**config.mk**
```make
export PLATFORM = sky130hd
export DESIGN_NAME = mem_arb_if
export DESIGN_NICKNAME = d
export VERILOG_FILES = /design/src/rtl/mem_arb_pkg.sv /design/src/rtl/rr_arbiter.sv /design/src/rtl/mem_arb_if.sv
export SDC_FILE = /design/constraint.sdc
export NUM_CORES = 1
export LEC_CHECK = 0
export CORE_ASPECT_RATIO = 0.6
export CORE_MARGIN = 8
export CORE_UTILIZATION = 55
export CTS_CLUSTER_DIAMETER = 60
export DETAILED_ROUTE_END_ITERATION = 16
export PLACE_DENSITY = 0.78
export SKIP_CTS_REPAIR_TIMING = 1
export SLEW_MARGIN = 15
export SYNTH_ARGS = -nofsm -noshare
export SYNTH_HDL_FRONTEND = slang
export SYNTH_SLANG_ARGS = --single-unit
```
**constraint.sdc**
```tcl
create_clock -name clk -period 3.2 [get_ports clk]
set_clock_uncertainty 0.05 [all_clocks]
set_input_delay 0.64 -clock clk [delete_from_list [all_inputs] [get_ports clk]]
set_output_delay 0.64 -clock clk [all_outputs]
set_load 0.01 [all_outputs]
```
**src/rtl/mem_arb_pkg.sv**
```systemverilog
// Shared constants and helpers for the multi-channel memory arbiter interface.
package mem_arb_pkg;

  localparam int MIN_RD_LAT = 1;
  localparam int MAX_RD_LAT = 4;

  // Channel-index width; a single channel still carries a 1-bit index.
  function automatic int ch_width(input int n);
    return (n > 1) ? $clog2(n) : 1;
  endfunction

  function automatic int clamp_lat(input int lat);
    if (lat < MIN_RD_LAT) return MIN_RD_LAT;
    if (lat > MAX_RD_LAT) return MAX_RD_LAT;
    return lat;
  endfunction

endpackage

```
**src/rtl/rr_arbiter.sv**
```systemverilog
// Round-robin arbiter: combinational one-hot grant, pointer advances past the winner.
// Zero latency; no grant while reset is held low.
module rr_arbiter
  import mem_arb_pkg::*;
#(
  parameter  int NUM_CH = 2,
  localparam int CH_W   = ch_width(NUM_CH)
) (
  input  logic              i_clk,
  input  logic              i_rst_n,
  input  logic [NUM_CH-1:0] i_req,
  output logic [NUM_CH-1:0] o_gnt,
  output logic [CH_W-1:0]   o_gnt_idx,
  output logic              o_gnt_vld
);

  logic [CH_W-1:0] r_ptr;
  logic [CH_W-1:0] w_c;

  always_comb begin
    o_gnt     = '0;
    o_gnt_idx = '0;
    o_gnt_vld = 1'b0;
    w_c       = '0;
    for (int i = 0; i < NUM_CH; i++) begin
      w_c = CH_W'((int'(r_ptr) + i) % NUM_CH);
      if (!o_gnt_vld && i_req[w_c]) begin
        o_gnt_vld  = 1'b1;
        o_gnt[w_c] = 1'b1;
        o_gnt_idx  = w_c;
      end
    end
    if (!i_rst_n) begin
      o_gnt     = '0;
      o_gnt_vld = 1'b0;
    end
  end

  always_ff @(posedge i_clk or negedge i_rst_n) begin
    if (!i_rst_n) begin
      r_ptr <= '0;
    end else if (o_gnt_vld) begin
      r_ptr <= CH_W'((int'(o_gnt_idx) + 1) % NUM_CH);
    end
  end

endmodule

```
**src/rtl/mem_arb_if.sv**
```systemverilog
// N-channel read/write front end onto one register-file memory, round-robin arbitrated.
// Read data returns RD_LAT cycles after grant; returns are never backpressured.
module mem_arb_if
  import mem_arb_pkg::*;
#(
  parameter  int NUM_CH = 2,
  parameter  int DATA_W = 32,
  parameter  int ADDR_W = 4,
  parameter  int RD_LAT = 1,
  localparam int CH_W   = ch_width(NUM_CH)
) (
  input  logic                     clk,
  input  logic                     reset,
  input  logic [NUM_CH-1:0]        req_read_i,
  input  logic [NUM_CH-1:0]        req_write_i,
  input  logic [NUM_CH*ADDR_W-1:0] req_addr_i,
  input  logic [NUM_CH*DATA_W-1:0] req_wdata_i,
  output logic [NUM_CH-1:0]        req_ready_o,
  output logic [NUM_CH-1:0]        rd_valid_o,
  output logic [DATA_W-1:0]        rd_data_o,
  output logic [CH_W-1:0]          rd_ch_o
);

  localparam int DEPTH = 2 ** ADDR_W;
  localparam int LAT   = clamp_lat(RD_LAT);

  typedef struct packed {
    logic              vld;
    logic [CH_W-1:0]   ch;
    logic [DATA_W-1:0] dat;
  } rd_pipe_t;

  logic [DATA_W-1:0] r_mem  [DEPTH];
  rd_pipe_t          r_pipe [LAT];

  logic [NUM_CH-1:0] w_req;
  logic [NUM_CH-1:0] w_gnt;
  logic [CH_W-1:0]   w_idx;
  logic              w_gnt_vld;
  logic [ADDR_W-1:0] w_addr;
  logic [DATA_W-1:0] w_wdata;
  logic              w_rd;
  logic              w_wr;
  rd_pipe_t          w_ret;

  assign w_req = req_read_i | req_write_i;

  rr_arbiter #(.NUM_CH(NUM_CH)) u_arb (
    .i_clk     (clk),
    .i_rst_n   (reset),
    .i_req     (w_req),
    .o_gnt     (w_gnt),
    .o_gnt_idx (w_idx),
    .o_gnt_vld (w_gnt_vld)
  );

  assign req_ready_o = w_gnt;
  assign w_addr      = req_addr_i[int'(w_idx)*ADDR_W +: ADDR_W];
  assign w_wdata     = req_wdata_i[int'(w_idx)*DATA_W +: DATA_W];
  assign w_rd        = w_gnt_vld & req_read_i[w_idx];
  assign w_wr        = w_gnt_vld & req_write_i[w_idx];

  // A combined read+write returns the data being written this edge.
  always_comb begin
    w_ret     = '0;
    w_ret.vld = w_rd;
    w_ret.ch  = w_idx;
    w_ret.dat = w_wr ? w_wdata : r_mem[w_addr];
  end

  always_ff @(posedge clk or negedge reset) begin
    if (!reset) begin
      for (int i = 0; i < DEPTH; i++) r_mem[i] <= '0;
    end else if (w_wr) begin
      r_mem[w_addr] <= w_wdata;
    end
  end

  // Payload only moves with a valid so the last stage holds the previous return.
  always_ff @(posedge clk or negedge reset) begin
    if (!reset) begin
      for (int s = 0; s < LAT; s++) r_pipe[s] <= '0;
    end else begin
      r_pipe[0].vld <= w_ret.vld;
      if (w_ret.vld) begin
        r_pipe[0].ch  <= w_ret.ch;
        r_pipe[0].dat <= w_ret.dat;
      end
      for (int s = 1; s < LAT; s++) begin
        r_pipe[s].vld <= r_pipe[s-1].vld;
        if (r_pipe[s-1].vld) begin
          r_pipe[s].ch  <= r_pipe[s-1].ch;
          r_pipe[s].dat <= r_pipe[s-1].dat;
        end
      end
    end
  end

  always_comb begin
    rd_valid_o = '0;
    if (r_pipe[LAT-1].vld) rd_valid_o[r_pipe[LAT-1].ch] = 1'b1;
  end

  assign rd_data_o = r_pipe[LAT-1].dat;
  assign rd_ch_o   = r_pipe[LAT-1].ch;

endmodule

```
After elaboration in Yosys (flattened, before gate mapping) --
Index checks and enable logic that the tools add are counted. W data, S select, Z words.
Storage, ports and cells: flip-flop bits (word level) 547, input bits 78, output and inout port bits 37, word-level logic and storage cells 74
Cells by class: $add $sub $neg 2, order comparisons 9, shift-type cells 2, muxes and demuxes 30, bitwise logic cells 5, reduce and logical (&&, ||, !) cells 6
Operators with widths (count):
- $bwmux W512 | 1
- $bmux W32 S4 | 1
- $demux W32 S4 | 1
- $mux W32 | 4
- $shiftx A64 B7 Y32 | 1
- $mux W1 | 16
- $lt A1 B2 Y1 const B | 4
- $mux W2 | 4
- $shiftx A8 B4 Y4 | 1
- $ge A5 B5 Y1 const B | 1
- $logic_and A1 B1 Y1 | 5
- $lt A5 B1 Y1 const B | 1
- $not A4 Y5 | 1
- $or A2 B2 Y2 | 2
- $demux W1 S1 | 3
- $ge A1 B1 Y1 const B | 3
- $add A1 B1 Y1 const B | 2
- $and A1 B1 Y1 | 2
- $logic_not A1 Y1 | 1

Longest topological paths before layout --
Gate-level depths: netlist of the first run.
word-level depth 14, depth in mapped cells 11, mapped depth without buffers 6

Hierarchy --
Synthesis of the first run repeated with hierarchy kept, for this count alone.
Second synthesis, totals: cell total of the unflattened synthesis 2767, area total of the unflattened synthesis 25215.4 µm²
Modules (own cells, without submodules):
- mem_arb_if | instances 1, cells an instance 2758, area an instance 25144.1 µm², sequential area each 13663.1 µm²
- rr_arbiter | instances 1, cells an instance 9, area an instance 71.3 µm², sequential area each 25.0 µm²

Worst setup path after synthesis of the first run --
No wires, ideal clock.
kind in2reg, from in req_write_i[0], to reg r_mem[66] (netlist bit), library setup time 0.139 ns, data arrival time 2.373 ns, data required time 3.011 ns, setup slack 0.638 ns, cell stages on the path 10, path buffers 4, cell sequence o21ba_4 -> buf_8 -> nor4b_4 -> buf_6 -> nor2_2 -> or3_1 -> buf_2 -> buf_2 -> nand2_1 -> o21ai_1
Between the ends: longest elaborated chain between the ends 14, elaborated cells on any way between the ends 24, classes of those cells order compare (2); shift (2); mux (14); bitwise (3); reduce/logical (3)
Ends and longest elaborated chain:
- start, declared | RTL line mem_arb_if.sv:15 | input logic [NUM_CH-1:0] req_write_i,
- $or A2 B2 Y2 | RTL line mem_arb_if.sv:46 | assign w_req = req_read_i | req_write_i;
- $mux W1 (not written as such) (2 in series) | RTL line rr_arbiter.sv:27 | if (!o_gnt_vld && i_req[w_c]) begin
- $mux W1 | RTL line rr_arbiter.sv:27
- $logic_not A1 Y1 | RTL line rr_arbiter.sv:27
- $logic_and A1 B1 Y1 | RTL line rr_arbiter.sv:27
- $mux W1 | RTL line rr_arbiter.sv:27
- $shiftx A8 B4 Y4 | RTL line mem_arb_if.sv:58 | assign w_addr = req_addr_i[int'(w_idx)*ADDR_W +: ADDR_W];
- $not A4 Y5 (not written as such) | RTL line mem_arb_if.sv:75 | r_mem[w_addr] <= w_wdata;
- $ge A5 B5 Y1 (not written as such) / $lt A5 B1 Y1 (equally long branches) | RTL line mem_arb_if.sv:75
- $logic_and A1 B1 Y1 (not written as such) | RTL line mem_arb_if.sv:75
- $mux W32 (not written as such) | RTL line mem_arb_if.sv:75
- $demux W32 S4 | RTL line mem_arb_if.sv:75
- $bwmux W512 | RTL line mem_arb_if.sv:75
- end signal, assigned by index | RTL line mem_arb_if.sv:75
- end, declared | RTL line mem_arb_if.sv:33 | logic [DATA_W-1:0] r_mem [DEPTH];
Parallel ways exist; a longest one is shown, timed or not. The select of a mux whose other input is x is not followed. A chain may end at the register's enable or synchronous reset.

Worst setup path after layout of the first run --
from in req_read_i[1], to out req_ready_o[0]
Between the ends: longest elaborated chain between the ends 8, elaborated cells on any way between the ends 12, classes of those cells mux (8); bitwise (2); reduce/logical (2)
Ends and longest elaborated chain:
- start, declared | RTL line mem_arb_if.sv:14 | input logic [NUM_CH-1:0] req_read_i,
- $or A2 B2 Y2 * | RTL line mem_arb_if.sv:46
- $mux W1 (not written as such) (2 in series) | RTL line rr_arbiter.sv:27
- $mux W1 | RTL line rr_arbiter.sv:27
- $logic_not A1 Y1 | RTL line rr_arbiter.sv:27
- $logic_and A1 B1 Y1 | RTL line rr_arbiter.sv:27
- $mux W2 * | RTL line rr_arbiter.sv:27
- $mux W2 * | RTL line rr_arbiter.sv:33 | if (!i_rst_n) begin
- end, declared | RTL line mem_arb_if.sv:18 | output logic [NUM_CH-1:0] req_ready_o,
Mark *: on every way between the ends. The rest lies on a longest branch, timed or not. The select of a mux whose other input is x is not followed.

==> flow_summary.toml, run 1 <==
[outcome]
status = "complete, no violations"

[floorplan]
core.rowCount = 60
die_h_um = 180.7
core_area_sq_um = 44740
dieArea_sq_um = 52520
start_util_pct = 55.60
fp.dieW_um = 290.6
num_io_pins = 115

[timing]
setup_violations = 0
drv_slew = 0
tightest_slew_ns = 1.106
rsz0062_at_grt = "no"
fmax_ghz = 0.3244
fin_crit_ns = 3.083
relSlewSlack_pct = 26.25
timing.final.crit_share_pct = 96.34
hold_viol = 0

[global_routing]
grt_pass1_vias = 22120
track_usage_pct = 29.96
grt_max_degree = 194
grt_pass1_wl_um = 126500
antenna_found_initial = 0
grt_overflow_total = 0

[critical_path]
endpoint_kind = "output port"
worstSetupPathType = "primary input to output port"
crit_top_cell = "clkdlybuf4s50_1"
slowest_delay_ns = 0.56
crit_chain = "clkdlybuf4s50_1 > or2_1 > buf_4 > a21oi_1 > clkdlybuf4s50_1"
cp_max_fo = 6
cp.arrival_ns = 2.39
start_kind = "primary input"
cp.required_ns = 2.51
slowest_stage = "clkdlybuf4s50_1"

[drt]
firstDrtPassIters = 10
drt-initial-drc-count = 3060
route.detailed.drc = 0
ant_nets = 0
wl_um = 81080
vias_per_cell = 6.572
wl_per_cell_um = 24.18
vias = 22040

[logic_synthesis]
syn-cell-area_sq_um = 24880
ys_async_sr_fraction_pct = 100.0
ys_top_cells_by_count = "dfrtp_1, a21oi_1, nor2_1"
synth_seq_area_share_pct = 55.02
ys_ff_latch = 547
ys_types = 45
synth_edf_count = 0
synth_cells = 2644
synthTopCellsByArea = "dfrtp_1, a21oi_1, o21ai_0"
avgSynthCellArea_sq_um = 9.409
yosysWarnings = 0
synth_fp_nets = 2722
synth_flop_cell = "dfrtp_1"
yosysMostFrequentCell = "dfrtp_1"
synth_top_area_share_pct = 55.02
synth_top_cell_by_area = "dfrtp_1"

[clock_tree]
clockRootBuffer = "clkbuf_16"
cts_tree = "built"
clk_latency_ns = 0.58
numCtsBuffers = 49
clkSlewWorstSetupHoldPaths_ns = 0.06
clk_path_buf_depth = 3
clock-sinks = 547
cts-htree-levels = 2

[finish]
drive_above_1_share_pct = 11.87
nets = 2808
instances_no_fill = 3353
area_growth_pct = 19.43
diodes = 0

[placement]
hpwl_um = 49790
globalplace.congestion = 0.9032
port_buffers = 114
dpl.cell_count = 3266

[pwr]
pwr_density_cell_nw_per_um2 = 841.4
total_power_w = 0.02500
p_leak_nw = 12.79
irDropWorstVdd_mv = 0.4970

[flow_run]
maxCapViolCount = 0

[hold_path]
hold_path_class = "primary input to asynchronous set/reset pin"
[final cells by class]
type	count	area (sq um)
Timing Repair Buffer	323	3706
Clock buffer	70	1468
Inverter	36	135.1
Fill cell	3311	15030
Clock inverter	15	170.2
Multi-Input combinational cell	1773	9808
Tap cell	589	737.0
Sequential cell	547	13690
[kinds of logic after synthesis]
group | after synthesis | share of synthesized area (%)
multiplexers | 33 | 1.333
AO/OA/AOI/OAI | 1138 | 27.06
buffers and inverters | 324 | 6.076
AND/OR/NAND/NOR | 602 | 10.51
flip-flops | 547 | 55.02
[critical path, delay by kind of cell]
kind / cells / cell delay (ns)
buf+inv: 3 / 1.25
simple gates: 1 / 0.34
compound gates: 1 / 0.16
[state kept, by name, summed over array words and instances, names as in the netlist]
| name | flops |
|---|---|
| r_mem | 512 |
| rd_data_o | 32 |
| r_pipe | 1 |
| rd_ch_o | 1 |
| u_arb.r_ptr | 1 |
[layout by cell type (no fill, tap or decap), types with 3 or more instances in the layout]
cell and instances:
a222oi_1 5, a31oi_1 32, o22ai_1 32, o21ai_0 336, nor2_1 388, a22o_1 54
clkbuf_16 51, dfrtp_1 547, buf_4 129, a22oi_1 10, clkinvlp_4 4, a2111o_1 32
o21ai_1 76, clkinv_2 6, o21a_1 99, buf_12 79, a41oi_1 27, nand2b_1 4
a221oi_1 27, a21oi_1 389, nand2_1 134, o21ai_4 4, nor2_2 3, clkbuf_1 7
bufinv_16 3, or3_2 4, a21oi_4 4, clkbuf_8 12, inv_1 36, or2_2 4
clkdlybuf4s50_1 113, mux2i_1 32, nand4_1 39, nor3_4 13, a21o_1 5
[power by group]
part / total [W] / leakage [nW] / switching (W) / internal [W]
sequential: 0.0120 / 6.62 / 0.00193 / 0.0101
combinational: 0.00687 / 5.37 / 0.00368 / 0.00319
clock: 0.00609 / 0.800 / 0.00266 / 0.00343
[routing by layer]
layer | share of wire, % | track usage (%) | vias to the layer above
met4 | 4.5 | 12.12 | 0
met1 | 39 | 40.49 | 10700
met2 | 45 | 46.81 | 1517
li1 | - | - | 9522
met5 | 0 | 0 | -
met3 | 12 | 6.831 | 296
[final timing paths]
kind	from	end	slack, ns	depth (start not counted)
hold reg to reg	r_mem[16]	r_mem[16]	0.43	2
max in group asynchronous	reset	r_mem[64]	0.80	4
min in group clk	r_mem[16]	r_mem[16]	0.43	2
setup / recovery	req_read_i[1]	req_ready_o[0]	0.12	5
setup reg to reg	u_arb.r_ptr	rd_data_o[31]	0.54	10
hold / removal	reset	u_arb.r_ptr	0.41	2
[per-stage QoR]
| step | TNS [ns] | worst slack, ns | hold WS, ns | cell area [sq um] | utilization (%) |
|---|---|---|---|---|---|
| finish | 0 | 0.1171 | 0.4070 | 29710 | 66.41 |
| floorplan | 0 | 0.6384 | 0.2944 | 24880 | - |
| global route | 0 | 0.03757 | 0.4060 | 29710 | 66.41 |
| global placement | -1.901 | -0.08751 | 0.4010 | 28040 | 62.68 |
| CTS | 0 | 0.1251 | -0.2035 | 29680 | 66.34 |
| detailed placement | -7.130 | -0.1740 | 0.4023 | 28040 | 62.68 |
(Power assumes the default switching activity.)
==> run 2: changes to the inputs <==
Settings changed: ABC_AREA from default to 0, CTS_BUF_LIST from default to sky130_fd_sc_hd__clkbuf_4 sky130_fd_sc_hd__clkbuf_8.
==> run 2 against run 1 <==
  * Count of clock-buffer cells in the layout is 56 higher
  * Die area is the same
  * Global-route usage rose by 0.16 points
  * Design area up 0.16%
  * Combinational power about the same
  * Critical path depth unchanged
  * Sequential power barely moved
  * Sequential share of layout area is 0.074 points lower
  * Utilization grew 0.11 points
  * Clock power is 3% lower
  * Via count up 0.32%
  * Critical endpoint unchanged
  * Largest cell class unchanged
  * Largest power group unchanged
  * Highest routed layer unchanged
==> flow_summary.toml, run 2 (synthesized netlist as in run 1, its figures left out) <==
[critical_path]
crit_chain = "clkdlybuf4s50_1 > or2_1 > buf_4 > a21oi_1 > clkdlybuf4s50_1"
crit_top_cell = "clkdlybuf4s50_1"
cpLargestDelayFamily = "buffers and inverters"
cp_max_fo = 6
start_kind = "primary input"
slowest_stage = "clkdlybuf4s50_1"
cp.arrival_ns = 2.39
worstSetupPathType = "primary input to output port"
critPathBufInv = 3
slowest_delay_ns = 0.56
cp.required_ns = 2.51
endpoint_kind = "output port"

[placement]
hpwl_um = 49790
globalplace.congestion = 0.9032
placed_area_sq_um = 28040
port_buffers = 114
dpl.cell_count = 3266

[timing]
relSlewSlack_pct = 30.04
fin_crit_ns = 3.083
setup_violations = 0
fmax_ghz = 0.3243
tightest_slew_ns = 1.049
drv_slew = 0
timing.final.crit_share_pct = 96.35
setup_tns_ns = 0
rsz0062_at_grt = "no"
hold_viol = 0

[hold_path]
hold_path_class = "primary input to asynchronous set/reset pin"

[global_routing]
grt_overflow_total = 0
grt_pass1_wl_um = 126600
grt_max_degree = 194
antenna_found_initial = 0
grt_pass1_vias = 22250
track_usage_pct = 30.12

[finish]
final_cell_area_sq_um = 29760
largest_reg_flops = 512
drive_above_1_share_pct = 13.83
instances_no_fill = 3408
largest-register = "r_mem"
nets = 2838
final_common_cell = "dfrtp_1"
area_growth_pct = 19.62
layout_common_cells = "dfrtp_1, a21oi_1, nor2_1, o21ai_0, nand2_1"
diodes = 0

[floorplan]
die_h_um = 180.7
core_area_sq_um = 44740
core.rowCount = 60
num_io_pins = 115
fp.dieW_um = 290.6
dieArea_sq_um = 52520
start_util_pct = 55.60

[outcome]
status = "complete, no violations"

[drt]
route.detailed.drc = 0
ant_nets = 0
firstDrtPassIters = 6
wl_per_cell_um = 23.74
vias = 22110
drt-initial-drc-count = 3153
vias_per_cell = 6.487
wl_um = 80910

[pwr]
pwr_density_cell_nw_per_um2 = 833.1
p_leak_nw = 12.88
power_frac_seq_pct = 48.6
combPwrFrac_pct = 27.6
internal_power_w = 0.01648
p_switching_w = 0.008313
p_clk_share_pct = 23.8
irDropWorstVdd_mv = 0.5164
swShare_pct = 33.53

[clock_tree]
cts_tree = "built"
clockRootBuffer = "clkbuf_8"
clk_latency_ns = 0.66
numCtsBuffers = 79
cts-htree-levels = 3
clk_path_buf_depth = 3
clock-sinks = 547
clkSlewWorstSetupHoldPaths_ns = 0.06

[flow_run]
maxCapViolCount = 0
run 2: power groups by stage:
stage / registers, W / logic (W) / clock network (W)
detailed placement: 0.0120 / 0.00677 / 0
floorplan: 0.0114 / 0.00468 / 0
CTS: 0.0119 / 0.00680 / 0.00595
finish: 0.0120 / 0.00685 / 0.00591
global route: 0.0123 / 0.00762 / 0.00624
global placement: 0.0118 / 0.00637 / 0
run 2: path summary, 6_finish.rpt:
check	slack, ns	to	cells past startpoint	from
worst max-delay path	0.12	req_ready_o[0]	5	req_read_i[1]
worst min-delay path	0.33	rd_ch_o	2	reset
worst max register to register	0.56	rd_data_o[31]	10	u_arb.r_ptr
worst min register to register	0.43	r_mem[16]	2	r_mem[16]
max in group asynchronous	0.86	r_mem[136]	4	reset
min in group clk	0.43	r_mem[16]	2	r_mem[16]
run 2: final cells by class:
| class | instances | area [sq um] |
|---|---|---|
| Tap cell | 589 | 737.0 |
| Clock inverter | 14 | 82.58 |
| Inverter | 36 | 135.1 |
| Multi-Input combinational cell | 1773 | 9808 |
| Fill cell | 3376 | 14980 |
| Clock buffer | 126 | 1603 |
| Sequential cell | 547 | 13690 |
| Timing Repair Buffer | 323 | 3706 |
run 2: per-layer routing:
layer / part of all wire [%] / global-route usage (%)
met1: 40 / 40.56
met4: 4.7 / 14.39
met3: 11 / 7.394
met2: 44 / 45.79
met5: 0 / 0
run 2: stage by stage:
step           worst slack [ns]  hold WS (ns)  utilization [%]  total power [W]
6_report                 0.1167        0.3350            66.51          0.02479
5_1_grt                 0.03817        0.3261            66.51          0.02617
4_1_cts                  0.1251       -0.2933            66.45          0.02469
3_5_place_dp            -0.1740        0.4023            62.68          0.01877
3_3_place_gp           -0.08751        0.4010            62.68          0.01820
2_1_floorplan            0.6384        0.2944                -          0.01604
run 2: worst register-to-register path: stages, from the launching register on:
cell      delay [ns]
dfrtp_1         0.48
o21bai_1        0.16
buf_4           0.16
buf_12          0.14
a21oi_4         0.08
buf_12          0.15
buf_4           0.18
o21a_1          0.18
a2111o_1        0.38
a221oi_1        0.37
a31oi_1         0.15
